$ cat src/rtl/tpu_fp_pkg.sv
// tpu_fp_pkg: floating-point definitions shared by the operand-load path.
// Contents: bf16 field widths and bias, the bf16 operand class enum, and
// field-extract helper functions. It has no ports.
package tpu_fp_pkg;

   localparam int BF16_BIAS   = 127;
   localparam int BF16_EXP_W  = 8;
   localparam int BF16_MANT_W = 7;

   typedef enum logic [1:0] {CLS_ZERO, CLS_NORM, CLS_INF, CLS_NAN} bf16_cls_e;

   function automatic logic bf16_sign(input logic [15:0] w);
      return w[15];
   endfunction

   function automatic logic [BF16_EXP_W-1:0] bf16_exp(input logic [15:0] w);
      return w[14:7];
   endfunction

   function automatic logic [BF16_MANT_W-1:0] bf16_mant(input logic [15:0] w);
      return w[6:0];
   endfunction

endpackage

$ cat src/rtl/bf16_classify.sv
// bf16_classify: combinational bf16 decode, reusable by any bf16 consumer.
// Ports:
//   bf16_in  in   16  {sign, exp[7:0], mant[6:0]}
//   cls      out  2   ZERO (subnormals flush here) / NORM / INF / NAN
//   sign     out  1   sign bit
//   sig      out  8   significand {1, mant}
//   sh       out  10  signed left-shift that scales sig to value * 2^FRAC_BITS
module bf16_classify
   import tpu_fp_pkg::*;
#(
   parameter int FRAC_BITS = 4
) (
   input  logic [15:0]       bf16_in,
   output bf16_cls_e         cls,
   output logic              sign,
   output logic [7:0]        sig,
   output logic signed [9:0] sh
);

   logic [BF16_EXP_W-1:0]  e;
   logic [BF16_MANT_W-1:0] m;

   always_comb begin
      e    = bf16_exp(bf16_in);
      m    = bf16_mant(bf16_in);
      sign = bf16_sign(bf16_in);
      sig  = {1'b1, m};
      // value = sig * 2^(e - bias - mant_w); the fixed-point scale adds FRAC_BITS
      sh   = $signed({2'b00, e}) - $signed(10'(BF16_BIAS + BF16_MANT_W - FRAC_BITS));
      if (e == '0)
         cls = CLS_ZERO;
      else if (e == '1)
         cls = (m == '0) ? CLS_INF : CLS_NAN;
      else
         cls = CLS_NORM;
   end

endmodule

$ cat src/rtl/bf16_to_fixed_stream.sv
// bf16_to_fixed_stream: streaming bf16 -> signed fixed-point converter for the
// operand-load path. Stage 1 classifies, stage 2 shifts, rounds to nearest-even
// and saturates. Sticky status counts transferred saturated / NaN results.
// Ports:
//   clk, rst                      clock, asynchronous active-high reset
//   in_valid/in_ready/in_bf16     input stream of bf16 words
//   out_valid/out_ready/out_data  output stream, OUT_W-bit two's complement
//   out_sat                       current result was clamped
//   clr_stat                      synchronous clear of sat_flag/nan_flag/sat_count
//   sat_flag, nan_flag, sat_count sticky status, updated on output transfer
// Build option BF16_CVT_SKID_EN: adds a 2-entry output skid buffer so in_ready
// depends only on registered state.
module bf16_to_fixed_stream
   import tpu_fp_pkg::*;
#(
   parameter int OUT_W     = 8,
   parameter int FRAC_BITS = 4,
   parameter int CNT_W     = 16
) (
   input  logic             clk,
   input  logic             rst,
   input  logic             in_valid,
   output logic             in_ready,
   input  logic [15:0]      in_bf16,
   output logic             out_valid,
   input  logic             out_ready,
   output logic [OUT_W-1:0] out_data,
   output logic             out_sat,
   input  logic             clr_stat,
   output logic             sat_flag,
   output logic             nan_flag,
   output logic [CNT_W-1:0] sat_count
);

   localparam int MW = OUT_W + 9;
   localparam logic [MW-1:0]    LIM  = MW'(1) << (OUT_W - 1);
   localparam logic [OUT_W-1:0] MAXV = {1'b0, {(OUT_W-1){1'b1}}};
   localparam logic [OUT_W-1:0] MINV = {1'b1, {(OUT_W-1){1'b0}}};

   bf16_cls_e         c_cls;
   logic              c_sign;
   logic [7:0]        c_sig;
   logic signed [9:0] c_sh;

   bf16_classify #(.FRAC_BITS(FRAC_BITS)) u_cls (
      .bf16_in (in_bf16),
      .cls     (c_cls),
      .sign    (c_sign),
      .sig     (c_sig),
      .sh      (c_sh)
   );

   logic              s1_v_q, s1_v_d, s1_sign_q, s1_sign_d;
   bf16_cls_e         s1_cls_q, s1_cls_d;
   logic [7:0]        s1_sig_q, s1_sig_d;
   logic signed [9:0] s1_sh_q, s1_sh_d;
   logic              s2_v_q, s2_v_d, s2_sat_q, s2_sat_d, s2_nan_q, s2_nan_d;
   logic [OUT_W-1:0]  s2_data_q, s2_data_d;
   logic              sat_flag_q, sat_flag_d, nan_flag_q, nan_flag_d;
   logic [CNT_W-1:0]  sat_cnt_q, sat_cnt_d;

   logic              s1_en, s2_en, out_nan, xfer, sat_ev, nan_ev;
   logic              big, rup, r_sat, r_nan;
   logic [9:0]        rsh;
   logic [16:0]       x;
   logic [MW-1:0]     mag;
   logic [OUT_W-1:0]  r_data;

   // Stage 2 datapath: magnitude, rounding, then saturation on the rounded value
   always_comb begin
      big = 1'b0;
      rup = 1'b0;
      rsh = '0;
      x   = '0;
      mag = '0;
      if (!s1_sh_q[9]) begin
         // any shift >= OUT_W puts the leading 1 beyond every representable value
         if (s1_sh_q >= $signed(10'(OUT_W)))
            big = 1'b1;
         else
            mag = MW'(s1_sig_q) << s1_sh_q[4:0];
      end else begin
         rsh = 10'(-s1_sh_q);
         // 9 fraction bits hold every bit shifted out for rsh <= 9; beyond that the result is 0
         if (rsh <= 10'd9) begin
            x   = {s1_sig_q, 9'b0} >> rsh[3:0];
            rup = x[8] & ((|x[7:0]) | x[9]);
            mag = MW'(x[16:9]) + MW'(rup);
         end
      end

      r_data = '0;
      r_sat  = 1'b0;
      r_nan  = 1'b0;
      case (s1_cls_q)
         CLS_INF: begin
            r_sat  = 1'b1;
            r_data = s1_sign_q ? MINV : MAXV;
         end
         CLS_NAN: r_nan = 1'b1;
         CLS_NORM: begin
            if (!s1_sign_q && (big || mag >= LIM)) begin
               r_sat  = 1'b1;
               r_data = MAXV;
            end else if (s1_sign_q && (big || mag > LIM)) begin
               r_sat  = 1'b1;
               r_data = MINV;
            end else begin
               r_data = s1_sign_q ? OUT_W'(-mag) : OUT_W'(mag);
            end
         end
         default: ;
      endcase
   end

`ifdef BF16_CVT_SKID_EN
   // Skid entries hold {nan, sat, data}; sk0 is the oldest. While the skid holds
   // anything it owns the output, so s2 can keep moving during a stall.
   logic [1:0]       sk_cnt_q, sk_cnt_d;
   logic [OUT_W+1:0] sk0_q, sk0_d, sk1_q, sk1_d, s2_word, head;
   logic             push, pop;

   always_comb begin
      s2_word   = {s2_nan_q, s2_sat_q, s2_data_q};
      head      = (sk_cnt_q != 2'd0) ? sk0_q : s2_word;
      out_valid = (sk_cnt_q != 2'd0) || s2_v_q;
      {out_nan, out_sat, out_data} = head;
      in_ready  = !s1_v_q || !s2_v_q || (sk_cnt_q != 2'd2);
      s2_en     = !s2_v_q || (sk_cnt_q != 2'd2) || out_ready;
      pop       = (sk_cnt_q != 2'd0) && out_ready;
      push      = s2_v_q && s2_en && !((sk_cnt_q == 2'd0) && out_ready);
      sk0_d     = sk0_q;
      sk1_d     = sk1_q;
      sk_cnt_d  = sk_cnt_q;
      case ({push, pop})
         2'b01: begin
            sk0_d    = sk1_q;
            sk_cnt_d = sk_cnt_q - 2'd1;
         end
         2'b10: begin
            if (sk_cnt_q == 2'd0) sk0_d = s2_word;
            else                  sk1_d = s2_word;
            sk_cnt_d = sk_cnt_q + 2'd1;
         end
         2'b11: begin
            if (sk_cnt_q == 2'd1) begin
               sk0_d = s2_word;
            end else begin
               sk0_d = sk1_q;
               sk1_d = s2_word;
            end
         end
         default: ;
      endcase
   end

   always_ff @(posedge clk or posedge rst) begin
      if (rst) begin
         sk_cnt_q <= '0;
         sk0_q    <= '0;
         sk1_q    <= '0;
      end else begin
         sk_cnt_q <= sk_cnt_d;
         sk0_q    <= sk0_d;
         sk1_q    <= sk1_d;
      end
   end
`else
   always_comb begin
      out_valid = s2_v_q;
      out_data  = s2_data_q;
      out_sat   = s2_sat_q;
      out_nan   = s2_nan_q;
      s2_en     = !s2_v_q || out_ready;
      in_ready  = !s1_v_q || !s2_v_q || out_ready;
   end
`endif

   always_comb begin
      s1_en     = !s1_v_q || s2_en;
      s1_v_d    = s1_en ? (in_valid && in_ready) : s1_v_q;
      s1_cls_d  = s1_cls_q;
      s1_sign_d = s1_sign_q;
      s1_sig_d  = s1_sig_q;
      s1_sh_d   = s1_sh_q;
      if (s1_en && in_valid && in_ready) begin
         s1_cls_d  = c_cls;
         s1_sign_d = c_sign;
         s1_sig_d  = c_sig;
         s1_sh_d   = c_sh;
      end

      s2_v_d    = s2_en ? s1_v_q : s2_v_q;
      s2_data_d = s2_data_q;
      s2_sat_d  = s2_sat_q;
      s2_nan_d  = s2_nan_q;
      if (s2_en && s1_v_q) begin
         s2_data_d = r_data;
         s2_sat_d  = r_sat;
         s2_nan_d  = r_nan;
      end

      // a clear coinciding with an event leaves that event recorded
      xfer       = out_valid && out_ready;
      sat_ev     = xfer && out_sat;
      nan_ev     = xfer && out_nan;
      sat_flag_d = (sat_flag_q && !clr_stat) || sat_ev;
      nan_flag_d = (nan_flag_q && !clr_stat) || nan_ev;
      if (clr_stat)
         sat_cnt_d = CNT_W'(sat_ev);
      else if (sat_ev && !(&sat_cnt_q))
         sat_cnt_d = sat_cnt_q + 1'b1;
      else
         sat_cnt_d = sat_cnt_q;
   end

   always_ff @(posedge clk or posedge rst) begin
      if (rst) begin
         s1_v_q     <= 1'b0;
         s1_cls_q   <= CLS_ZERO;
         s1_sign_q  <= 1'b0;
         s1_sig_q   <= '0;
         s1_sh_q    <= '0;
         s2_v_q     <= 1'b0;
         s2_data_q  <= '0;
         s2_sat_q   <= 1'b0;
         s2_nan_q   <= 1'b0;
         sat_flag_q <= 1'b0;
         nan_flag_q <= 1'b0;
         sat_cnt_q  <= '0;
      end else begin
         s1_v_q     <= s1_v_d;
         s1_cls_q   <= s1_cls_d;
         s1_sign_q  <= s1_sign_d;
         s1_sig_q   <= s1_sig_d;
         s1_sh_q    <= s1_sh_d;
         s2_v_q     <= s2_v_d;
         s2_data_q  <= s2_data_d;
         s2_sat_q   <= s2_sat_d;
         s2_nan_q   <= s2_nan_d;
         sat_flag_q <= sat_flag_d;
         nan_flag_q <= nan_flag_d;
         sat_cnt_q  <= sat_cnt_d;
      end
   end

   assign sat_flag  = sat_flag_q;
   assign nan_flag  = nan_flag_q;
   assign sat_count = sat_cnt_q;

endmodule

$ cat config.mk
export PLATFORM = sky130hd
export DESIGN_NAME = bf16_to_fixed_stream
export DESIGN_NICKNAME = d
export VERILOG_FILES = /design/src/rtl/tpu_fp_pkg.sv /design/src/rtl/bf16_classify.sv /design/src/rtl/bf16_to_fixed_stream.sv
export SDC_FILE = /design/constraint.sdc
export NUM_CORES = 1
export LEC_CHECK = 0
export ABC_AREA = 1
export CAP_MARGIN = 20
export CORE_MARGIN = 4
export CORE_UTILIZATION = 38
export CTS_BUF_LIST = sky130_fd_sc_hd__clkbuf_4 sky130_fd_sc_hd__clkbuf_8
export CTS_CLUSTER_DIAMETER = 50
export DETAILED_ROUTE_END_ITERATION = 10
export PLACE_DENSITY_LB_ADDON = 0.05
export SYNTH_ARGS = -nofsm -noshare
export SYNTH_HDL_FRONTEND = slang
export SYNTH_HIERARCHICAL = 1
export SYNTH_SLANG_ARGS = --single-unit
export TNS_END_PERCENT = 50
$ cat constraint.sdc
create_clock -name clk -period 4.1 [get_ports clk]
set_clock_uncertainty 0.05 [all_clocks]
set_input_delay 1.025 -clock clk [delete_from_list [all_inputs] [get_ports clk]]
set_output_delay 1.025 -clock clk [all_outputs]
set_load 0.02 [all_outputs]
==> results by stage <==
Run status:
- The run finished with clean final reports.

Critical path:
- The count of buffer and inverter cells on the critical path is 2.
- STA classifies the critical path endpoint as a flip-flop.
- On the critical path, the stage with the largest delay is an instance of dfrtp_1.
- STA classifies the critical path startpoint as a flip-flop.
- The worst path required time is 4.30 ns.
- The start-to-end type of the worst setup path is reg -> reg.
- Walking the worst path, the cells encountered are inv_1, ha_1, inv_1, nand2_1, nand2_1, nand2_1, nand3_1, nor2_4, ha_1, nand3_1, nor2_1, nand2_1, nand3_1, nand2_1, nor2_1, nand4_1, nand2_1, o21ai_1, nand2_1, nand3_1, nand2_1, nand2_1, nand2_1.
- Data on the critical path arrives at its endpoint at 3.78 ns.
- In this design, the critical path's most frequently occurring cell is nand2_1.
- In this run the worst path has a maximum fanout of 11.
- In this design, the largest share of critical-path delay is due to simple AND/OR/NAND/NOR gates.
- The maximum single-stage delay on the critical path is 0.38 ns.

Timing:
- The final number of hold-violating endpoints is 0.
- Static timing analysis puts the maximum clock frequency at 280 MHz.
- Hold timing on the final database bottoms out at a slack of 0.436 ns.
- Measured against its own limit, the worst slew margin works out to 0.417.
- The final setup violation count is 0.
- Setup repair after global routing left no endpoint under its margin.
- The actual transition at the worst max-transition pin is 0.872 ns.
- The number of slew-limit violations in the final report is 0.
- Of the available clock period, the critical path in the final layout requires 0.873.
- The accumulated negative setup slack is 0 ns.
- The routed design could run at a clock period as short as 3.58 ns.

Finish:
- The layout has 1192 filler cells.
- The final antenna diode count is 0.
- In the final layout, the multi-input gates occupy 0.00246 mm².
- Relative to the synthesized area, the layout overhead comes to 15.2%.
- The share of post-route cells with drive strength above 1 is 0.0940.
- Across the whole layout, storage elements account for 0.00128 mm².
- The layout net count is 731.

Routing:
- The first TritonRoute pass finished after 5 iterations.
- For this block, the via count after detailed routing is 4196.
- The remaining number of nets flagged by the antenna check after routing is 0.
- After detailed routing, the number of remaining DRC violations is 0.
- The routed wire length is 11100 µm.
- After the first detailed-routing iteration, the DRC count stood at 255.
- The detailed-route vias per instance is 4.98.
- Dividing the detail-routed wire length by the instance count gives 13.2 µm.

Clock network:
- Clock tree synthesis found a total of 51 sinks.
- The total clock buffers created by CTS is 5.
- The TritonCTS clock tree is done.
- The largest buffer count on any clock path is 2.
- The tree is rooted in a clkbuf_8.
- For this design, the CTS-stage hold fixing added 0 buffers.
- The clock-pin slew reported for the worst setup and hold paths after clock tree synthesis is 0.09 ns.
- The H-tree was split into 2 levels.
- Clock latency on the worst-skew pair, taken at its later pin, is 0.31 ns.

Synthesis:
- The cell count after synthesis is 667.
- The number of warnings printed during yosys synthesis is 6.
- The number of enable-type register cells in the synthesized netlist is 0.
- The number of nets handed over by synthesis was 697.
- The share of the Yosys chip area taken by registers is 0.301.
- The xor and xnor area share after synthesis is 0.0103.
- The share of synthesized cell area in full adder, half adder and majority cells is 0.0266.
- The compound-gate portion of the synthesized area was 0.0995.
- The mean area per synthesized cell is 6.35 µm².
- The post-synthesis async set-or-reset flop share is 1.00.
- The main flop type after synthesis is dfrtp_1.
- The mapped netlist covers 0.00424 mm².
- Of the total synthesized cell area, the portion taken by AND, OR, NAND and NOR gates is 0.421.
- The number of flip-flops and latches in the synthesized netlist is 51.
- Yosys mapped the design onto 42 distinct sky130hd cell types.
- The mux cell area share after synthesis is 0.0213.
- By area, the combinational part of the netlist is dominated by simple AND/OR/NAND/NOR gates.

Min path:
- The path class of the tightest hold or removal check is reg -> reg.

Job:
- Across the run, the number of max-cap violations was 0.

Global route:
- The largest net degree at the start of global routing is 34.
- The total overflow reported by the global router is 0.
- The via count of the first global-routing pass is 4004.
- The number of antenna violations at the first check in global routing is 0.
- The first global-routing pass estimated 19200 µm of wire.
- For this run, the total global-route usage over all layers was measured as 0.180.

Placement:
- After legalization and detailed placement, the total HPWL measured 8970 µm.
- The congestion estimate from routability-driven global placement came to 0.841.
- Input and output buffers added on the ports amount to 49.

Power:
- In this run the static leakage power is 2.46 nW.
- The largest voltage drop on the vdd net is 228 µV.
- Dividing total power by cell area gives a power density of 365 mW/mm².

Die:
- The height of the chip is 114 µm.
- The total die area is 0.0129 mm².
- The x dimension of the die is 114 µm.
- The floorplan step defined a core boundary enclosing 0.0109 mm².
- The floorplan has 38 rows.
- 50 I/O pins were placed.
- The starting density of the core is 0.389.
-- power by group --
group | switching [mW] | leakage (nW) | internal, mW
registers | 0.0690 | 0.642 | 0.563
logic | 0.504 | 1.76 | 0.273
clock network | 0.171 | 0.0618 | 0.201
total | 0.744 | 2.46 | 1.04
-- tightest hold or removal path: stages, from the launching register on --
cell,delay [ns]
dfrtp_1,0.35
nand2_1,0.05
nand2_1,0.06
-- per-stage QoR --
step	area, µm²	power [mW]	cells	util	setup slack, ns
5_1_grt	4880	1.94	842	0.448	0.139
6_report	4880	1.78	842	0.448	0.523
3_3_place_gp	4760	1.42	834	0.437	0.453
3_5_place_dp	4760	1.42	834	0.437	0.463
2_1_floorplan	4240	1.22	667	-	0.937
4_1_cts	4880	1.80	842	0.448	0.427
-- worst paths after layout --
| path | start | to | slack (ns) | cells past startpoint |
|---|---|---|---|---|
| setup reg to reg | s1_sh_q[1] | out_data[5] | 0.52 | 23 |
| setup / recovery | s1_sh_q[1] | out_data[5] | 0.52 | 23 |
| min in group asynchronous | rst | out_valid | 1.09 | 2 |
| max in group asynchronous | rst | s1_sh_q[0] | 2.25 | 3 |
| hold / removal | out_data[0] | out_data[0] | 0.44 | 2 |
| hold reg to reg | out_data[0] | out_data[0] | 0.44 | 2 |
-- cells by family (layout without fill, tap and decap cells) --
| logic type | after synthesis | after routing |
|---|---|---|
| other cells | 1 | 1 |
| buf+inv | 111 | 146 |
| mux | 8 | 8 |
| xor+xnor | 5 | 5 |
| flops | 51 | 51 |
| fa+ha+maj | 9 | 9 |
| simple gates | 406 | 406 |
| compound gates | 76 | 76 |
-- sequential cells by signal (all words and copies together), names as in the netlist --
signal	cells
sat_count	16
s1_sh_q	10
out_data	8
s1_sig_q	8
s1_cls_q	2
nan_flag	1
out_nan	1
out_sat	1
out_valid	1
s1_sign_q	1
s1_v_q	1
sat_flag	1
-- synth_stat cells (4+ instances only) --
cell type,n,area (µm²)
xor2_1,4,35.0
mux2_2,8,90.1
nor2_2,9,56.3
a21oi_1,29,145
o21ai_1,9,45.0
buf_6,4,45.0
dfrtp_1,51,1280
inv_2,8,30.0
ha_1,9,113
nand3_2,5,50.1
inv_1,75,282
nand4_1,8,50.1
nand2_1,219,822
o21ai_0,24,120
buf_4,12,90.1
nor2_1,66,248
nor3_1,7,35.0
buf_2,5,25.0
nand3_1,71,355
clkbuf_1,6,22.5
nand2_2,11,68.8
-- final cells by class --
cell class              instances  share of cell area
multi-input cells             505               0.504
flip-flops and latches         51               0.262
repair buffers                 54               0.108
inverters                      84              0.0656
well taps                     140              0.0359
clock buffers                   6              0.0169
clock inverters                 2             0.00795
-- per-layer routing --
metal	global-route usage	wire length, µm	vias up
met5	0	0	-
met4	0.0401	138	0
met3	0.0265	305	12
met2	0.277	4860	65
met1	0.266	5820	1933
li1	-	-	2186
-- cell usage in the layout (no fill, tap or decap), types with 4 or more instances in the layout --
cell / Yosys / final
mux2_2: 8 / 8
xor2_1: 4 / 4
nor2_1: 66 / 66
dfrtp_1: 51 / 50
buf_4: 12 / 5
ha_1: 9 / 9
nand3_1: 71 / 71
nor3_1: 7 / 7
o21ai_0: 24 / 24
nor2_2: 9 / 9
clkbuf_8: 0 / 6
inv_1: 75 / 74
nand2_2: 11 / 11
inv_2: 8 / 9
nand4_1: 8 / 8
clkdlybuf4s50_1: 0 / 49
nand3_2: 5 / 5
o21ai_1: 9 / 9
a21oi_1: 29 / 29
nand2_1: 219 / 219
-- repair_timing --
item / in CTS / in global routing
setup endpoints to repair: 0 / 1
gates resized for setup: 0 / 1
buffers inserted: 0 / 0
No activity file was read; power rests on OpenSTA's default activity.
